`config.mk`:
```
export PLATFORM = sky130hd
export DESIGN_NAME = bus_rr_arbiter_flat
export DESIGN_NICKNAME = d
export VERILOG_FILES = /design/src/rtl/bus_rr_arbiter_if.sv /design/src/rtl/bus_rr_arbiter.sv /design/src/flat_wrapper.sv
export SDC_FILE = /design/constraint.sdc
export NUM_CORES = 1
export LEC_CHECK = 0
export ABC_CLOCK_PERIOD_IN_PS = 6600
export BUFFER_PORTS_ARGS = -buffer_cell sky130_fd_sc_hd__buf_4
export CAP_MARGIN = 25
export CORE_MARGIN = 2
export CORE_UTILIZATION = 55
export DETAILED_ROUTE_END_ITERATION = 10
export GPL_TIMING_DRIVEN = 0
export PLACE_DENSITY = 0.86
export RECOVER_POWER = 50
export SLEW_MARGIN = 10
export SYNTH_ARGS = -nofsm -noshare
export SYNTH_HDL_FRONTEND = slang
export SYNTH_SLANG_ARGS = --single-unit
```
`constraint.sdc`:
```
create_clock -name clk -period 6.6 [get_ports clk]
set_input_delay 0 -clock clk [delete_from_list [all_inputs] [get_ports clk]]
set_output_delay 0 -clock clk [all_outputs]
set_load 0.1 [all_outputs]
```
`src/rtl/bus_rr_arbiter_if.sv`:
```
// Request, grant and transfer-handshake bundle shared by the bus masters and the round-robin arbiter.
// The arbiter connects through the master modport; the requesting side connects through slave.
interface bus_rr_arbiter_if;
  logic [7:0] DMA;
  logic [7:0] grant;
  logic       BUS_req;
  logic       BUS_ready;
  logic       bus_busy;
  logic [2:0] owner;
  logic       bus_err;
  logic [2:0] err_master;

  modport master (
    input  DMA, BUS_req, BUS_ready,
    output grant, bus_busy, owner, bus_err, err_master
  );

  modport slave (
    output DMA, BUS_req, BUS_ready,
    input  grant, bus_busy, owner, bus_err, err_master
  );
endinterface

```
`src/rtl/bus_rr_arbiter.sv`:
```
// 8-master round-robin bus arbiter: grant 1 cycle after request from idle, one idle turnaround cycle per release.
// Backpressure: the owner keeps the bus until BUS_req drops; slave timeout abort is enabled by BUS_TIMEOUT_EN.
module bus_rr_arbiter #(
  parameter int HOLD_MAX = 16,
  parameter int TIMEOUT  = 1024
) (
  input  logic             clk,
  input  logic             clr_in,
  bus_rr_arbiter_if.master bus
);

  typedef enum logic {
    ST_IDLE = 1'b0,
    ST_OWN  = 1'b1
  } state_t;

  localparam logic [7:0] HOLD_LIM = 8'(HOLD_MAX);

  if (HOLD_MAX < 1 || HOLD_MAX > 255) begin : g_bad_hold
    $error("bus_rr_arbiter: HOLD_MAX must be within 1..255");
  end
  if (TIMEOUT < 2 || TIMEOUT > 65535) begin : g_bad_timeout
    $error("bus_rr_arbiter: TIMEOUT must be within 2..65535");
  end

  state_t     r_state;
  state_t     w_state_nxt;
  logic [7:0] r_grant;
  logic [7:0] w_grant_nxt;
  logic [2:0] r_owner;
  logic [2:0] w_owner_nxt;
  logic [2:0] r_rr_ptr;
  logic [2:0] w_rr_ptr_nxt;
  logic [7:0] r_xfer_cnt;
  logic [7:0] w_xfer_cnt_nxt;
  logic       r_bus_busy;
  logic       w_bus_busy_nxt;

  logic [2:0] w_winner;
  logic [2:0] w_idx;
  logic       w_any_req;
  logic       w_xfer;
  logic       w_owner_req;
  logic       w_others;
  logic       w_quota;
  logic       w_release;
  logic       w_abort;

  // Search starts one past the last winner, so the previous owner is considered last.
  always_comb begin
    w_winner  = r_rr_ptr;
    w_any_req = 1'b0;
    w_idx     = r_rr_ptr;
    for (int k = 1; k <= 8; k++) begin
      w_idx = r_rr_ptr + 3'(k);
      if (!w_any_req && bus.DMA[w_idx]) begin
        w_winner  = w_idx;
        w_any_req = 1'b1;
      end
    end
  end

  assign w_xfer      = bus.BUS_req & bus.BUS_ready;
  assign w_owner_req = bus.DMA[r_owner];
  assign w_others    = |(bus.DMA & ~r_grant);
  assign w_quota     = (r_xfer_cnt == HOLD_LIM);

  // Release waits for BUS_req low, so a transfer in flight always finishes first.
  assign w_release = (r_state == ST_OWN) && !bus.BUS_req &&
                     (!w_owner_req || (w_quota && w_others));

`ifdef BUS_TIMEOUT_EN
  localparam logic [15:0] WAIT_LIM = 16'(TIMEOUT - 1);

  logic [15:0] r_wait_cnt;
  logic [15:0] w_wait_cnt_nxt;
  logic        r_bus_err;
  logic [2:0]  r_err_master;
  logic        w_stall;

  assign w_stall = bus.BUS_req & ~bus.BUS_ready;
  assign w_abort = (r_state == ST_OWN) && w_stall && (r_wait_cnt == WAIT_LIM);

  always_comb begin
    w_wait_cnt_nxt = 16'd0;
    if ((r_state == ST_OWN) && w_stall && !w_abort) begin
      w_wait_cnt_nxt = r_wait_cnt + 16'd1;
    end
  end

  always_ff @(posedge clk or negedge clr_in) begin
    if (!clr_in) begin
      r_wait_cnt   <= 16'd0;
      r_bus_err    <= 1'b0;
      r_err_master <= 3'd0;
    end else begin
      r_wait_cnt <= w_wait_cnt_nxt;
      r_bus_err  <= w_abort;
      if (w_abort) begin
        r_err_master <= r_owner;
      end
    end
  end

  assign bus.bus_err    = r_bus_err;
  assign bus.err_master = r_err_master;
`else
  assign w_abort        = 1'b0;
  assign bus.bus_err    = 1'b0;
  assign bus.err_master = 3'd0;
`endif

  always_ff @(posedge clk or negedge clr_in) begin
    if (!clr_in) begin
      r_state <= ST_IDLE;
    end else begin
      r_state <= w_state_nxt;
    end
  end

  always_comb begin
    w_state_nxt = r_state;
    case (r_state)
      ST_IDLE: if (w_any_req) w_state_nxt = ST_OWN;
      ST_OWN:  if (w_release || w_abort) w_state_nxt = ST_IDLE;
      default: w_state_nxt = ST_IDLE;
    endcase
  end

  always_comb begin
    w_grant_nxt    = r_grant;
    w_owner_nxt    = r_owner;
    w_rr_ptr_nxt   = r_rr_ptr;
    w_xfer_cnt_nxt = r_xfer_cnt;
    case (r_state)
      ST_IDLE: begin
        if (w_any_req) begin
          w_grant_nxt    = 8'b1 << w_winner;
          w_owner_nxt    = w_winner;
          w_rr_ptr_nxt   = w_winner;
          w_xfer_cnt_nxt = 8'd0;
        end
      end
      ST_OWN: begin
        if (w_abort) begin
          w_grant_nxt  = 8'd0;
          w_rr_ptr_nxt = r_owner;
        end else if (w_release) begin
          w_grant_nxt = 8'd0;
        end else if (w_xfer && !w_quota) begin
          w_xfer_cnt_nxt = r_xfer_cnt + 8'd1;
        end
      end
      default: w_grant_nxt = 8'd0;
    endcase
    w_bus_busy_nxt = |w_grant_nxt;
  end

  always_ff @(posedge clk or negedge clr_in) begin
    if (!clr_in) begin
      r_grant    <= 8'd0;
      r_owner    <= 3'd0;
      r_rr_ptr   <= 3'd7;
      r_xfer_cnt <= 8'd0;
      r_bus_busy <= 1'b0;
    end else begin
      r_grant    <= w_grant_nxt;
      r_owner    <= w_owner_nxt;
      r_rr_ptr   <= w_rr_ptr_nxt;
      r_xfer_cnt <= w_xfer_cnt_nxt;
      r_bus_busy <= w_bus_busy_nxt;
    end
  end

  assign bus.grant    = r_grant;
  assign bus.bus_busy = r_bus_busy;
  assign bus.owner    = r_owner;

endmodule

```
`src/flat_wrapper.sv`:
```
// flat-port wrapper written by rule: the top's interface ports become plain ports
module bus_rr_arbiter_flat 
#(
  parameter int HOLD_MAX = 16,
  parameter int TIMEOUT  = 1024
)
  (clk, clr_in, bus_DMA, bus_BUS_req, bus_BUS_ready, bus_grant, bus_bus_busy, bus_owner, bus_bus_err, bus_err_master);
  bus_rr_arbiter_if bus_i ();
  input  logic clk;
  input  logic clr_in;
  input wire logic [$bits(bus_i.DMA)-1:0] bus_DMA;
  input wire logic [$bits(bus_i.BUS_req)-1:0] bus_BUS_req;
  input wire logic [$bits(bus_i.BUS_ready)-1:0] bus_BUS_ready;
  output wire logic [$bits(bus_i.grant)-1:0] bus_grant;
  output wire logic [$bits(bus_i.bus_busy)-1:0] bus_bus_busy;
  output wire logic [$bits(bus_i.owner)-1:0] bus_owner;
  output wire logic [$bits(bus_i.bus_err)-1:0] bus_bus_err;
  output wire logic [$bits(bus_i.err_master)-1:0] bus_err_master;
  assign bus_i.DMA = bus_DMA;
  assign bus_i.BUS_req = bus_BUS_req;
  assign bus_i.BUS_ready = bus_BUS_ready;
  assign bus_grant = bus_i.grant;
  assign bus_bus_busy = bus_i.bus_busy;
  assign bus_owner = bus_i.owner;
  assign bus_bus_err = bus_i.bus_err;
  assign bus_err_master = bus_i.err_master;
  bus_rr_arbiter #(.HOLD_MAX(HOLD_MAX), .TIMEOUT(TIMEOUT)) u_core (.clk(clk), .clr_in(clr_in), .bus(bus_i));
endmodule
```
==> flow_summary.yaml <==
hold_path:
  min_path_type: "in -> reg"
  holdCritStartpoint: "bus_BUS_req"
  min_path_cells: 3
  holdPathEnd: "u_core.bus.bus_busy"
floorplan:
  initial_utilization_pct: 57.5
  floorplan.die_area_um2: 4370
  row_count: 22
  fp.dieH_um: 66.1
  core_um2: 3690
  die_x_um: 66.1
  pin_count: 28
clock_network:
  ctsHtreeMaxLevel: 1
  post_cts_buffers: 0
  cts_buffers: 3
  clkLatencyLatePin_ns: 0.26
  clk_path_buf_depth: 2
  cts_num_sinks: 24
  cts.root.buffer_cell: "clkbuf_8"
  path_clk_slew_ns: 0.08
  cts_tree: "built"
drt:
  drtAntennaViolNets: 0
  routed-wl-met2_um: 2120
  drt_iter0_drc: 160
  viasPerCell: 6.21
  top_layer: "met4"
  met3_length_um: 337
  vias: 1783
  drtPass1Iterations: 4
  wl_per_cell_um: 16.2
  drcViolationCount: 0
  routed_wl_um: 4640
  wl_met1_um: 2130
finish:
  layout.nets: 256
  syn_to_final_growth_pct: 12.9
  finish.utilization_pct: 64.9
  n_fill_cell: 303
  drive_above_1_share_pct: 23.8
  diodes: 0
timing:
  hold_violations: 0
  maxSlewViolCount: 0
  max_slew.worst_pin.slew_ns: 1.22
  fmax_mhz: 286
  fin_skew_ns: 0.00344
  rsz0062_at_grt: "false"
  fin_crit_sh_pct: 52.9
  max_slew_margin_pct: 18.5
  setup_viol: 0
  fin_setup_tns_ns: 0
  period_needed_ns: 3.49
global_routing:
  grt_pass1_vias: 1607
  antenna_found_initial: 0
  grt_overflow: 0
  grt_pass1_wl_um: 7910
  track_usage_pct: 23.7
  grt_max_degree: 25
job:
  cap_violations: 0
setup_path:
  critical_path.top_delay_family: "multiplexers"
  start_kind: "flip-flop"
  crit_slowest_cell: "dfstp_2"
  worstPathRequired_ns: 6.75
  reg2reg_from: "u_core.r_rr_ptr[1]"
  arrival_ns: 3.64
  regToRegSetupSlack_ns: 3.11
  critPathKind: "reg -> reg"
  r2r_cells: 11
  r2r-end: "u_core.bus.grant[2]"
  path_max_fanout: 10
  critPathBufInv: 3
  end_kind: "flip-flop"
  cp-startpoint: "u_core.r_rr_ptr[1]"
  critical-path-max-stage-delay_ns: 0.58
  path_cells: "buf_2, inv_1, ha_1, buf_4, mux4_2, mux2i_2, o21a_1, o221ai_2, xnor2_1, nor3_2, a32o_1"
yosys:
  ys_async_sr_fraction_pct: 100
  syn_inst: 208
  synth_ff_type: "dfrtp_1"
  syn_area_per_cell_um2: 10.2
  synth_edf_count: 0
  synth_seq_cells: 24
  ys_warn_count: 0
  ys_seq_area_share_pct: 28.5
  synth.distinct_cells: 55
  syn_area_um2: 2120
placement:
  hpwl_um: 3520
  gp_congestion: 0.910
  port_buffers: 23
run_status:
  status: "complete, no violations"
[state kept, by name, summed over array words and instances (netlist names)]
register and flops:
u_core.bus.grant 8, u_core.r_xfer_cnt 8, u_core.r_state 1, u_core.bus.owner 3, u_core.r_rr_ptr 3, u_core.bus.bus_busy 1
[cell families after synthesis]
kind of cell,Yosys count,share of synthesized area (%)
compound gates,44,16.5
xor+xnor,12,4.95
fa+ha+maj,4,2.36
buf+inv,26,6.37
flops,24,28.5
mux,29,24.8
other cells,1,0.177
simple gates,68,16.4
[cell type report]
type	count	area (um^2)	area share, %
inverters	15	56.3	2.35
well taps	48	60.1	2.51
repair buffers	24	156	6.53
clock buffers	4	45.0	1.88
flip-flops and latches	24	604	25.2
plain buffers	11	78.8	3.29
multi-input cells	161	1390	58.2
[stage by stage]
| step | hold slack, ns | cells | area, um^2 | setup WS, ns |
|---|---|---|---|---|
| final | 0.109 | 287 | 2390 | 3.11 |
| after global placement | -0.0934 | 282 | 2370 | 3.23 |
| after global routing | 0.129 | 287 | 2390 | 2.86 |
| after detailed placement | -0.0920 | 282 | 2370 | 3.17 |
| after CTS | 0.114 | 287 | 2420 | 3.15 |
| after floorplan | -0.296 | 211 | 2130 | 3.53 |
[cell usage after synthesis (all sizes together), types with 3 or more instances]
cell	count	area [um^2]
inv	15	56.3
nand2b	3	18.8
o221ai	3	32.5
nand3	5	25.0
mux2i	12	165
nor2b	3	18.8
nand4	5	46.3
nand2	18	67.6
o22ai	4	25.0
o21ai	6	30.0
nor2	22	85.1
dfrtp	21	526
xor2	5	43.8
dfstp	3	78.8
o21a	3	22.5
mux2	3	33.8
mux4	14	327
xnor2	7	61.3
a32o	9	90.1
ha	4	50.1
buf	9	70.1
nor4	4	25.0
a21oi	5	25.0
[cell usage in the layout, fill, tap and decap left out, drive strengths merged, types with 4 or more instances in the layout]
cell type  count
xor2           5
nand2         18
clkbuf        13
a32o           9
a21oi          5
o22ai          4
conb           4
nand4          5
dfrtp         21
o21ai          6
buf           25
nor4           4
nor2          22
xnor2          7
nand3          5
mux2i         12
inv           15
ha             4
mux4          14
[worst register-to-register path, delay by kind of cell (launching register included)]
family	cells	cell delay (ns)
muxes	2	0.70
AOI/OAI and AO/OA	3	0.62
buffers and inverters	3	0.59
DFF	1	0.58
xor gates and xnor gates	1	0.40
adders and majority gates	1	0.37
and+or+nand+nor	1	0.12
[per-layer routing]
layer / up-vias / GRT usage (%)
li1: 844 / -
met1: 863 / 34.9
met2: 70 / 37.0
met3: 6 / 4.77
met4: 0 / 3.83
met5: - / 0
[repair_timing]
item,in CTS,in global routing
hold endpoints to repair,24,0
endpoints found under the setup margin,0,0
resized for setup,0,0
hold buffers,1,0
[worst max-delay path by stage]
stage / endpoint / slack, ns / cells after the start
finish: u_core.bus.grant[2] / 3.11 / 11
global route: u_core.bus.grant[2] / 2.86 / 11
CTS: u_core.bus.grant[2] / 3.15 / 11
detailed placement: u_core.bus.grant[2] / 3.17 / 11
global placement: u_core.bus.grant[2] / 3.23 / 11
floorplan: u_core.bus.grant[2] / 3.53 / 11
Power is left out: the tool's default activity adds up to more than one toggle a clock period on the data nets, which glitch-free logic cannot reach.
